--- src/rtl/booth_mult_sequencer.sv ---
// booth_mult_sequencer
//   Multi-cycle radix-2 Booth multiplier that sits beside the Execute stage.
//   A MULT in EX raises `start`. The block then holds the front of the pipeline
//   through `stall` until the signed 2*WIDTH-bit product is written to hi/lo.
//
// Ports:
//   clk          rising-edge clock
//   reset        synchronous, active-high reset
//   start        EX holds a MULT (level, held while stalled)
//   flush        squash the current multiply (branch taken in MEM)
//   multiplicand EX rs operand, two's complement
//   multiplier   EX rt operand, two's complement
//   stall        freeze PC, IF/ID and ID/EX this cycle
//   busy         FSM is not idle
//   done         one-cycle pulse; product valid in hi/lo
//   hi, lo       upper and lower halves of the product

module booth_mult_sequencer #(
    parameter int unsigned WIDTH = 32
) (
    input  logic             clk,
    input  logic             reset,
    input  logic             start,
    input  logic             flush,
    input  logic [WIDTH-1:0] multiplicand,
    input  logic [WIDTH-1:0] multiplier,
    output logic             stall,
    output logic             busy,
    output logic             done,
    output logic [WIDTH-1:0] hi,
    output logic [WIDTH-1:0] lo
);

    localparam int unsigned CW = $clog2(WIDTH) + 1;

    typedef enum logic [1:0] {
        StIdle,
        StRun,
        StDone
    } state_e;

    state_e           state_q, state_d;
    // One extra accumulator bit so that A - M cannot overflow when M is the most negative value.
    logic [WIDTH:0]   a_q, a_d;
    logic [WIDTH:0]   m_q, m_d;
    logic [WIDTH-1:0] q_q, q_d;
    logic             q1_q, q1_d;
    logic [CW-1:0]    count_q, count_d;
    logic [WIDTH-1:0] hi_q, hi_d;
    logic [WIDTH-1:0] lo_q, lo_d;

    // One Booth step: add/subtract, then arithmetic shift of {A,Q,q_1}.
    logic [WIDTH:0]   a_sum;
    logic [WIDTH:0]   a_shr;
    logic [WIDTH-1:0] q_shr;

    always_comb begin
        unique case ({q_q[0], q1_q})
            2'b01:   a_sum = a_q + m_q;
            2'b10:   a_sum = a_q - m_q;
            default: a_sum = a_q;
        endcase
        a_shr = {a_sum[WIDTH], a_sum[WIDTH:1]};
        q_shr = {a_sum[0], q_q[WIDTH-1:1]};
    end

    always_comb begin
        state_d = state_q;
        a_d     = a_q;
        m_d     = m_q;
        q_d     = q_q;
        q1_d    = q1_q;
        count_d = count_q;
        hi_d    = hi_q;
        lo_d    = lo_q;

        if (flush) begin
            // Squash: hi/lo keep the previous product.
            state_d = StIdle;
        end else begin
            unique case (state_q)
                StIdle: begin
                    if (start) begin
                        m_d     = {multiplicand[WIDTH-1], multiplicand};
                        a_d     = '0;
                        q_d     = multiplier;
                        q1_d    = 1'b0;
                        count_d = CW'(WIDTH);
                        state_d = StRun;
                    end
                end
                StRun: begin
                    a_d     = a_shr;
                    q_d     = q_shr;
                    q1_d    = q_q[0];
                    count_d = count_q - CW'(1);
                    if (count_q == CW'(1)) begin
                        hi_d    = a_shr[WIDTH-1:0];
                        lo_d    = q_shr;
                        state_d = StDone;
                    end
                end
                // start is ignored here: it is the same MULT leaving EX at this edge.
                StDone: state_d = StIdle;
                default: state_d = StIdle;
            endcase
        end
    end

    always_ff @(posedge clk) begin
        if (reset) begin
            state_q <= StIdle;
            a_q     <= '0;
            m_q     <= '0;
            q_q     <= '0;
            q1_q    <= 1'b0;
            count_q <= '0;
            hi_q    <= '0;
            lo_q    <= '0;
        end else begin
            state_q <= state_d;
            a_q     <= a_d;
            m_q     <= m_d;
            q_q     <= q_d;
            q1_q    <= q1_d;
            count_q <= count_d;
            hi_q    <= hi_d;
            lo_q    <= lo_d;
        end
    end

    // Combinational so the MULT is held in EX from its very first cycle.
    assign stall = ((state_q == StIdle && start) || state_q == StRun) && !flush;
    assign busy  = (state_q != StIdle);
    assign done  = (state_q == StDone) && !flush;
    assign hi    = hi_q;
    assign lo    = lo_q;

endmodule

--- config.mk ---
export PLATFORM = sky130hd
export DESIGN_NAME = booth_mult_sequencer
export DESIGN_NICKNAME = d
export VERILOG_FILES = /design/src/rtl/booth_mult_sequencer.sv
export SDC_FILE = /design/constraint.sdc
export NUM_CORES = 1
export LEC_CHECK = 0
export BUFFER_PORTS_ARGS = -buffer_cell sky130_fd_sc_hd__buf_2
export CELL_PAD_IN_SITES_DETAIL_PLACEMENT = 1
export CELL_PAD_IN_SITES_GLOBAL_PLACEMENT = 2
export CORE_UTILIZATION = 36
export DETAILED_ROUTE_END_ITERATION = 6
export GPL_ROUTABILITY_DRIVEN = 1
export PLACE_DENSITY_LB_ADDON = 0.3
export SLEW_MARGIN = 20
export SYNTH_ARGS = -nofsm -noshare
export SYNTH_HDL_FRONTEND = slang
export SYNTH_SLANG_ARGS = --single-unit
--- constraint.sdc ---
create_clock -name clk -period 13.9 [get_ports clk]
set_input_delay 1.39 -clock clk [delete_from_list [all_inputs] [get_ports clk]]
set_output_delay 1.39 -clock clk [all_outputs]
set_load 0.02 [all_outputs]
# --- Word level (Yosys, flattened, before mapping) ---
# Cells that the tools add are included.
word_totals:
  regBits: 170
  out_inout_bits: 67
  word_cells: 44
classes:
  n_addsub: 3
  n_eq_ne: 7
  muxes: 12
  n_bitwise: 1
  n_reduce_logical: 13
ops:
  columns: ["cell", "count"]
  rows:
  - ["$pmux 33 s2", 2]
  - ["$pmux 32 s2", 1]
  - ["$add 33x33->33", 1]
  - ["$mux 33", 1]
  - ["$sub 33x33->33", 1]
  - ["$mux 32", 1]
  - ["$pmux 6 s2", 1]
  - ["$reduce_and 3->1", 3]
  - ["$eq 6x1->1 const B", 1]
  - ["$mux 6", 1]
  - ["$sub 6x1->6 const B", 1]
  - ["$eq 2x1->1 const B", 2]
  - ["$eq 2x2->1 const B", 2]
  - ["$mux 2", 2]
  - ["$ne 2x2->1 const B", 2]
  - ["$pmux 2 s2", 1]
  - ["$reduce_bool 2->1", 2]
  - ["$logic_and 1x1->1", 3]
  - ["$logic_not 2->1", 1]
  - ["$pmux 1 s2", 1]
  - ["$reduce_and 2->1", 1]
  - ["$reduce_or 2->1", 1]
  - ["$logic_not 1->1", 1]
  - ["$logic_or 1x1->1", 1]
  - ["2 further kinds", 2]

# --- Logic depth before layout (Yosys ltp) ---
# Gate-level depths: netlist of run 1.
depth:
  ltp_word: 4
  ltp_mapped: 16
  ltp_nobuf: 16

# --- Worst setup path after synthesis of run 1 ---
# OpenSTA, ideal clock, no wires.
synth_path:
  kind: "flip-flop to flip-flop"
  from: "register m_q[5]"
  to: "register hi_q[31], in the netlist hi[31]"
  setup_ps: 88
  arrival_ps: 4275
  t_required_ps: 13812
  setup_slack_ps: 9537
  stages_incl_launch_ff: 15
  period_less_slack_ps: 4363
  cell_sequence: "dfxtp_1 -> or4_4 -> nor4_1 -> nor3b_1 -> a21oi_1 -> xnor2_1 -> ha_1 -> a21o_1 -> a211o_1 -> or3_1 -> o22ai_1 -> nor4_1 -> a2111o_1 -> a21o_1 -> a311oi_2"
synth_via:
  elab_chain_cells: 2
synth_lines:
  columns: ["element", "line", "text"]
  rows:
  - ["start, declared", "45", "logic [WIDTH:0] m_q, m_d;"]
  - ["start signal, assigned", "123", "m_q <= m_d;"]
  - ["$sub 33x33->33 or $add 33x33->33 (tied branches)", "60, 59", null]
  - ["$pmux 33 s2 (*)", "58", "unique case ({q_q[0], q1_q})"]
  - ["end signal, assigned", "127", "hi_q <= hi_d;"]
  - ["end, declared", "49", "logic [WIDTH-1:0] hi_q, hi_d;"]
# Mark *: on every way between the ends. The rest lies on a longest branch, timed or not.
# A chain may end at the register's enable or synchronous reset.

# --- Worst setup path in the final report of run 1 ---
# Same ends and word-level chain as after synthesis.

==> reports/results.ini, run 1 <==
[outcome]
result_of_the_run=finished, final reports clean

[global_routing]
grt_max_degree=99
antenna_found_initial=0
grt_use_total_pct=21.7
gr-total-overflow=0
grt_pass1_wl_mm=44.6
via_count_of_the_first_global_routing_pass=8521

[layout]
final_nets=1326
layout-drive-gt1-share_pct=15.9
synthToLayoutAreaGrowth_pct=16.8
antenna_cells_inserted=0
layout_commonest_cell=sky130_fd_sc_hd__nand2_1
nFillCells=2982
layout.cells.most_common_list=194 x sky130_fd_sc_hd__nand2_1, 169 x sky130_fd_sc_hd__dfxtp_1, 133 x sky130_fd_sc_hd__buf_2
instances_no_fill=1558
final_core_utilization_pct=42.9

[clocking]
clock_tree_from_tritoncts=yes
cts_hold_repair.buffers=0
cts_max_path_buffers=2
cts-root-buf=sky130_fd_sc_hd__clkbuf_16
clkSinkCount=169
cts_setup_buffers=0
cts_repair_resize_count=0
clk-insertion-delay-late_ns=0.43
htreeDepth=4
cts.reportedPaths.clkPinSlew_ns=0.08
cts_made_buffers=17

[routing]
route.vias.total=8320
route.detailed.wl_per_inst_um=17.3
drt_iter0_markers=362
detail_route.drc_violations=0
ant_nets=0
drt_pre_antenna_iters=4
avgViaCountPerCell=5.34
drt-total-wl_mm=27.0

[sta]
grt_setup_unrepaired=false
final.setup.tns_ns=0
setup_violations=0
fmaxAchievable_mhz=188
report.final.hold_viol_count=0
timing_max_transition_violations_final=0
finalCritPeriodShare_pct=38.2
worst-slew-pin-transition_ns=1.06
whs_ns=0.451
timing.clock.skew_ns=0.0141
slew_headroom_pct=29.5
timing.final.crit_period_ns=5.31

[logic_synthesis]
netlist-cell-type-count=70
yosys_warnings=0
syn-instance-count=1134
top_reg_cell_synth=sky130_fd_sc_hd__dfxtp_1
ys_seq_area_share_pct=37.8
syn_nets=1239
postSynth.asyncResetShare_pct=0
synth-seq-cells=169
synth_area_um2=8940
synth-edff-count=0
syn-mean-instance-area_um2=7.89

[power]
power.total_mw=1.24
vdd_ir_drop_max_v=0.0000806
cellPowerDensity_nw_per_um2=118
power_leakage_nw=4.23

[worst_setup_path]
critical_path_sink_type=flop
critical-path-top-delay-family=simple AND/OR/NAND/NOR gates
crit_path_cell_trace=or4_4 > nor4_1 > nor3b_1 > a21oi_1 > xnor2_1 > ha_1 > a21o_1 > a211o_1 > nor2_1 > nor4b_1 > nor4_1 > a2111o_1 > a21o_1 > a311oi_2
worst_ep_required_time_ns=14.25
cpMaxStageDelayCell=sky130_fd_sc_hd__nor3b_1
worstPathMaxFanout=6
path_buf_inv=0
startpoint_type=flop
arrival_time_of_the_worst_setup_path_ns=5.66
cpPeakStageDelay_ns=0.75
criticalPathCategory=reg2reg

[placement]
globalplace.congestion=0.874
dp_hpwl_mm=19.1
portBuffers=134
place_inst=1526

[floorplan]
die_h_um=160
core.rowCount=57
die_area_um2=25500
die_width_um=160
floorplan.initialDensity_pct=36.8
floorplan.io_pins=135
design.core.area_um2=24300

[run]
maxCapViolCount=0

[hold_path]
min_path_type=reg2reg

==> layer usage <==
| layer | vias up | global-route usage [%] | routed length, um |
|---|---|---|---|
| li1 | 4170 | - | - |
| met1 | 4010 | 26.9 | 12400 |
| met2 | 119 | 38.5 | 13300 |
| met3 | 21 | 3.44 | 929 |
| met4 | 0 | 6.08 | 476 |
| met5 | - | 0 | 0 |
==> flip-flops by register name, indices dropped and copies added (netlist names) <==
signal / flops
q1_q: 1
lo: 32
q_q: 32
m_q: 32
hi: 32
state_q: 2
a_q: 32
count_q: 6
==> report_power, final <==
| part | internal (mW) | switching, mW |
|---|---|---|
| registers | 0.498 | 0.0136 |
| logic | 0.0859 | 0.140 |
| clock network | 0.266 | 0.232 |
==> cell usage after synthesis, drive strengths merged (9+ instances only) <==
master,number,area [um2]
nor4,9,77.6
xor2,10,87.6
nand2,194,728
a22o,9,78.8
clkbuf,69,259
o21ai,53,265
a21oi,129,646
inv,26,97.6
a31oi,9,56.3
a211oi,46,345
nor3,35,180
mux2i,33,330
xnor2,44,385
a21o,19,143
nor2,109,409
dfxtp,169,3380
ha,36,450
==> tightest hold or removal path: stages (launching register included) <==
cell and delay [ns]:
sky130_fd_sc_hd__dfxtp_1 0.31, sky130_fd_sc_hd__nand2_1 0.05, sky130_fd_sc_hd__a21oi_1 0.05
==> final timing paths <==
check             depth (start not counted)  slack, ns      to    from
setup / recovery                         14       8.59  hi[31]  m_q[5]
hold / removal                            2       0.45  lo[15]  lo[15]
setup reg to reg                         14       8.59  hi[31]  m_q[5]
hold reg to reg                           2       0.45  lo[15]  lo[15]
==> kinds of logic (layout without fill, tap and decap cells) <==
logic type               count (synthesis)  count (layout)  share of synthesized area, %
AO/OA/AOI/OAI                          328             328                          23.1
XOR/XNOR                                54              54                          5.29
adder cells (fa/ha/maj)                 37              37                          5.26
buffers and inverters                  102             202                          4.28
flip-flops                             169             169                          37.8
multiplexers                            37              37                          4.20
AND/OR/NAND/NOR                        407             407                          20.1
==> final cells by class <==
class | count | area, um2 | share of cell area, %
Sequential cell | 169 | 3380 | 32.4
Timing Repair Buffer | 142 | 733 | 7.02
Tap cell | 324 | 405 | 3.88
Multi-Input combinational cell | 863 | 5210 | 49.9
Inverter | 28 | 105 | 1.01
Clock inverter | 13 | 155 | 1.49
Clock buffer | 19 | 453 | 4.34
==> stage by stage <==
step | instance area (um2) | worst slack, ns
2_1_floorplan | 8940 | 9.54
3_3_place_gp | 9830 | 8.86
3_5_place_dp | 9830 | 8.70
4_1_cts | 10400 | 8.67
5_1_grt | 10400 | 8.31
6_report | 10400 | 8.59
(Power assumes the default switching activity.)
==> run 2, diff against run 1 <==
- CORE_UTILIZATION: 36 -> 30
- clock period: 13.9 -> 4.5 ns (I/O delays scaled with it)
==> reports/results.ini, run 2 (same netlist as run 1, synthesis figures left out) <==
[outcome]
result_of_the_run=finished, final reports clean

[global_routing]
grt_pass1_wl_mm=46.1  ; +3.5%
antenna_found_initial=0  ; unchanged
gr-total-overflow=0  ; unchanged
global_route.peak_usage_layer=met2
grt_use_total_pct=19.0  ; -2.7 points
met3_usage_pct=3.05  ; -0.39 points
grt_max_degree=79  ; -20%
grt_util_met1_pct=23.8  ; -3.1 points
globalRouteMet2Util_pct=33.3  ; -5.2 points
via_count_of_the_first_global_routing_pass=8552  ; +0.36%

[worst_setup_path]
startpoint_type=flop
timing.rr.start=m_q[6]
reg2reg_capture_point=hi[31]
worstRegToRegCells=15  ; +1
reg2reg_slack_ns=0.24  ; -8.35 ns
worst_ep_required_time_ns=4.84  ; -9.41 ns
arrival_time_of_the_worst_setup_path_ns=4.60  ; -1.06 ns
criticalPathCategory=reg2reg
critical_path_sink_type=flop
worstPathMaxFanout=6  ; unchanged

[hold_path]
hold-path-cell-count=3  ; +1
min_path_type=in2reg
min_delay_worst_endpoint=m_q[11]
worst_hold_startpoint=multiplicand[11]

[routing]
route.vias.total=8360  ; +0.48%
ant_nets=0  ; unchanged
drt_iter0_markers=334  ; -7.7%
drt-total-wl_mm=28.3  ; +4.5%
detail_route.drc_violations=0  ; unchanged
avgViaCountPerCell=5.08  ; -4.9%
drt_pre_antenna_iters=4  ; unchanged
route.detailed.wl_per_inst_um=17.2  ; -1.1%

[layout]
final_nets=1355  ; +2.2%
antenna_cells_inserted=0  ; unchanged
layout_commonest_cell=sky130_fd_sc_hd__nand2_1
layout-drive-gt1-share_pct=18.3  ; +2.4 points
synthToLayoutAreaGrowth_pct=20.7
instances_no_fill=1647  ; +5.7%
layout.cells.most_common_list=194 x sky130_fd_sc_hd__nand2_1, 169 x sky130_fd_sc_hd__dfxtp_1, 133 x sky130_fd_sc_hd__buf_2

[floorplan]
die_h_um=175  ; +9.4%
floorplan.io_pins=135  ; unchanged
design.core.area_um2=29000  ; +19%
core.rowCount=62  ; +8.8%
floorplan.initialDensity_pct=30.8  ; -5.9 points
die_area_um2=30500  ; +20%
die_width_um=175  ; +9.4%

[placement]
place_worst_setup_slack_ns=0.0946  ; -8.60 ns
place_inst=1614  ; +5.8%
dp_hpwl_mm=20.4  ; +6.7%
portBuffers=134  ; unchanged
globalplace.congestion=0.848  ; -3.0%

[sta]
postLayoutSetupSlackWorst_ns=0.242  ; -8.35 ns
slew_headroom_pct=36.4  ; +6.9 points
fmaxAchievable_mhz=235  ; +25%
final.setup.tns_ns=0  ; unchanged
setup_violations=0  ; unchanged
report.final.hold_viol_count=0  ; unchanged
timing_max_transition_violations_final=0  ; unchanged
timing.final.crit_period_ns=4.26  ; -1.05 ns
worst-slew-pin-transition_ns=0.950  ; -0.107 ns
finalCritPeriodShare_pct=94.6  ; +56 points
timing.clock.skew_ns=0.0175  ; +0.00343 ns

[clocking]
clock_tree_from_tritoncts=yes
cts.reportedPaths.clkPinSlew_ns=0.07  ; about the same
clk-insertion-delay-late_ns=0.45  ; +0.02 ns
clkSinkCount=169  ; unchanged
cts_max_path_buffers=2  ; unchanged
cts_hold_repair.buffers=0  ; unchanged
cts_made_buffers=17  ; unchanged
htreeDepth=4  ; unchanged
cts-root-buf=sky130_fd_sc_hd__clkbuf_16

[run]
maxCapViolCount=0  ; unchanged

[power]
cellPowerDensity_nw_per_um2=361  ; +210%
power_leakage_nw=4.40  ; +4.1%
vdd_ir_drop_max_v=0.000240  ; +200%

run 2: timing repair:
| item | 4_1_cts | 5_1_grt |
|---|---|---|
| resized for setup | 0 | 8 |
| hold endpoints to repair | 0 | 0 |
| setup endpoints to repair | 0 | 13 |
| setup buffers | 0 | 1 |
run 2: layout make-up:
cell class,instances,area (um2)
Clock buffer,17,425
Clock inverter,15,196
Fill cell,3577,18200
Inverter,28,105
Multi-Input combinational cell,863,5250
Sequential cell,169,3380
Tap cell,384,480
Timing Repair Buffer,171,951
run 2: stage by stage:
step / instance area, um2 / utilization (%) / hold WS, ns / power, mW
3_5_place_dp: 10100 / 34.9 / 0.444 / 2.35
6_report: 10800 / 37.2 / 0.235 / 3.90
2_1_floorplan: 8940 / - / 0.445 / 2.12
5_1_grt: 10800 / 37.2 / 0.235 / 4.11
3_3_place_gp: 10100 / 34.9 / 0.441 / 2.34
4_1_cts: 10700 / 37.0 / 0.220 / 3.95
run 2: per-layer routing:
metal	vias up	share of wire, %
met4	0	1.5
met3	27	2.6
met2	104	50
met1	3997	46
met5	-	0
li1	4232	-
run 2: power breakdown:
part	switching, mW	total, mW	internal, mW
clock network	0.764	1.57	0.810
logic	0.446	0.748	0.301
registers	0.0404	1.58	1.54
total	1.25	3.90	2.65
run 2: how the worst max path moves through the flow:
stage	startpoint	to	slack (ns)	cells after the start
CTS	m_q[6]	hi[31]	0.05	15
global placement	m_q[6]	hi[31]	0.23	15
detailed placement	m_q[6]	hi[31]	0.09	15
finish	m_q[6]	hi[31]	0.24	15
global route	m_q[0]	hi[31]	-0.02	17
floorplan	m_q[5]	hi[31]	0.14	14
run 2: critical path: stages, from the launching register on:
cell and delay (ns):
sky130_fd_sc_hd__dfxtp_1 0.36, sky130_fd_sc_hd__or4_4 0.58, sky130_fd_sc_hd__nor4_4 0.17, sky130_fd_sc_hd__nor3b_2 0.22, sky130_fd_sc_hd__buf_4 0.17, sky130_fd_sc_hd__a21oi_1 0.08
sky130_fd_sc_hd__xnor2_1 0.24, sky130_fd_sc_hd__ha_1 0.29, sky130_fd_sc_hd__a21o_1 0.21, sky130_fd_sc_hd__a211o_1 0.32, sky130_fd_sc_hd__or3_1 0.39, sky130_fd_sc_hd__o22ai_2 0.12
sky130_fd_sc_hd__nor4_1 0.09, sky130_fd_sc_hd__a2111o_1 0.44, sky130_fd_sc_hd__a21o_1 0.21, sky130_fd_sc_hd__a311oi_2 0.25
==> run 3, diff against run 2 <==
- CORE_ASPECT_RATIO: unset -> 1.2
- CORE_MARGIN: unset -> 2
==> reports/results.ini, run 3 (same netlist as run 1, synthesis figures left out) <==
[outcome]
result_of_the_run=finished, final reports clean

[placement]
dpl_cell_area_um2=10200  ; +0.49%
portBuffers=134  ; unchanged
place_inst=1627  ; +0.81%
dp_hpwl_mm=21.8  ; +7.1%
globalplace.congestion=0.870  ; +2.6%
place_worst_setup_slack_ns=0.0705  ; -0.0241 ns

[sta]
finalCritPeriodShare_pct=94.4  ; -0.22 points
slew_headroom_pct=31.5  ; -5.0 points
timing.final.crit_period_ns=4.25  ; -0.00974 ns
worst-slew-pin-transition_ns=1.02  ; +0.0739 ns
report.final.hold_viol_count=0  ; unchanged
fmaxAchievable_mhz=235  ; +0.23%
postLayoutSetupSlackWorst_ns=0.251  ; +0.00973 ns
timing_max_transition_violations_final=0  ; unchanged
timing.clock.skew_ns=0.0109  ; -0.00665 ns
setup_violations=0  ; unchanged

[global_routing]
antenna_found_initial=0  ; unchanged
grt_max_degree=66  ; -16%
grt_use_total_pct=19.3  ; +0.29 points
via_count_of_the_first_global_routing_pass=8913  ; +4.2%
gr-total-overflow=0  ; unchanged
grt_pass1_wl_mm=47.4  ; +2.7%

[worst_setup_path]
arrival_time_of_the_worst_setup_path_ns=4.60  ; about the same
worst_ep_required_time_ns=4.85  ; about the same
startpoint_type=flop
criticalPathCategory=reg2reg
critical_path_sink_type=flop
worstPathMaxFanout=7  ; +1

[routing]
drt-total-wl_mm=29.6  ; +4.8%
avgViaCountPerCell=5.13  ; +1.1%
detail_route.drc_violations=0  ; unchanged
ant_nets=0  ; unchanged
route.detailed.wl_per_inst_um=17.8  ; +4.0%
drt_iter0_markers=348  ; +4.2%
drt_pre_antenna_iters=4  ; unchanged
route.vias.total=8511  ; +1.8%

[hold_path]
min_path_type=in2reg

[floorplan]
design.core.area_um2=29400  ; +1.5%
die_width_um=162  ; -7.5%
floorplan.io_pins=135  ; unchanged
die_h_um=193  ; +11%
floorplan.initialDensity_pct=30.4  ; -0.45 points
die_area_um2=31200  ; +2.3%
core.rowCount=69  ; +11%

[clocking]
cts_made_buffers=17  ; unchanged
cts-root-buf=sky130_fd_sc_hd__clkbuf_16
cts_hold_repair.buffers=0  ; unchanged
htreeDepth=4  ; unchanged
clkSinkCount=169  ; unchanged
clock_tree_from_tritoncts=yes
cts_max_path_buffers=2  ; unchanged
cts.reportedPaths.clkPinSlew_ns=0.07  ; about the same
clk-insertion-delay-late_ns=0.44  ; about the same

[layout]
synthToLayoutAreaGrowth_pct=21.2
layout_commonest_cell=sky130_fd_sc_hd__nand2_1
instances_no_fill=1659  ; +0.73%
final_nets=1362  ; +0.52%
layout-drive-gt1-share_pct=18.6  ; +0.31 points
antenna_cells_inserted=0  ; unchanged
layout.cells.most_common_list=194 x sky130_fd_sc_hd__nand2_1, 169 x sky130_fd_sc_hd__dfxtp_1, 133 x sky130_fd_sc_hd__buf_2
nFillCells=3543  ; -0.95%
multi_input_comb_area_um2=5250  ; unchanged
layout.area.seq_um2=3380  ; unchanged
design_area_um2=10800  ; +0.43%

[run]
maxCapViolCount=0  ; unchanged

[power]
vdd_ir_drop_max_v=0.000218  ; -8.9%
cellPowerDensity_nw_per_um2=360  ; -0.30%
power_leakage_nw=4.43  ; +0.74%

-- run 3: layout make-up --
type / count / share of cell area [%]
multi-input cells: 863 / 48.4
flip-flops and latches: 169 / 31.2
repair buffers: 178 / 9.26
well taps: 390 / 4.50
clock buffers: 19 / 4.09
clock inverters: 12 / 1.52
inverters: 28 / 0.970
-- run 3: repair_timing --
item	in CTS	in global routing
buffers inserted	0	1
endpoints found under the hold margin	0	0
endpoints found under the setup margin	0	18
resized for setup	0	10
-- run 3: power breakdown --
part           internal [mW]  switching [mW]
Combinational          0.298           0.465
Clock                  0.895           0.666
Sequential              1.54          0.0416
-- run 3: worst max-delay path, cell delays in order, from the launching register on --
cell and delay, ns:
sky130_fd_sc_hd__dfxtp_1 0.31, sky130_fd_sc_hd__inv_1 0.05, sky130_fd_sc_hd__ha_1 0.17, sky130_fd_sc_hd__or4b_1 0.59, sky130_fd_sc_hd__nor4_4 0.28, sky130_fd_sc_hd__buf_4 0.20, sky130_fd_sc_hd__and3_2 0.23, sky130_fd_sc_hd__a31oi_1 0.11
sky130_fd_sc_hd__xnor2_1 0.14, sky130_fd_sc_hd__buf_4 0.16, sky130_fd_sc_hd__ha_1 0.36, sky130_fd_sc_hd__o21ai_0 0.20, sky130_fd_sc_hd__a21oi_1 0.08, sky130_fd_sc_hd__o21ai_0 0.15, sky130_fd_sc_hd__nand2b_1 0.10, sky130_fd_sc_hd__and2_1 0.15
sky130_fd_sc_hd__a2111o_1 0.44, sky130_fd_sc_hd__a211o_2 0.34, sky130_fd_sc_hd__o21ai_0 0.10
-- run 3: layer usage --
metal	vias up	global-route usage, %	part of all wire, %
li1	4245	-	-
met1	4123	20.7	41
met2	107	37.0	53
met3	36	3.61	2.8
met4	0	7.90	3.1
met5	-	0	0
-- run 3: metrics by stage --
stage | utilization (%) | hold WS (ns) | total power [mW] | setup TNS, ns
final | 36.8 | 0.246 | 3.90 | 0
after global routing | 36.8 | 0.243 | 4.10 | -0.00521
after CTS | 36.6 | 0.225 | 3.95 | 0
after detailed placement | 34.5 | 0.447 | 2.37 | 0
after global placement | 34.5 | 0.442 | 2.36 | 0
after floorplan | - | 0.445 | 2.12 | 0
-- run 3: worst paths after layout --
check	startpoint	end	slack (ns)	cells past startpoint
worst min register to register	lo[4]	lo[4]	0.45	2
worst min-delay path	multiplicand[18]	m_q[18]	0.25	3
worst max register to register	m_q[0]	a_q[31]	0.25	18
worst max-delay path	m_q[0]	a_q[31]	0.25	18
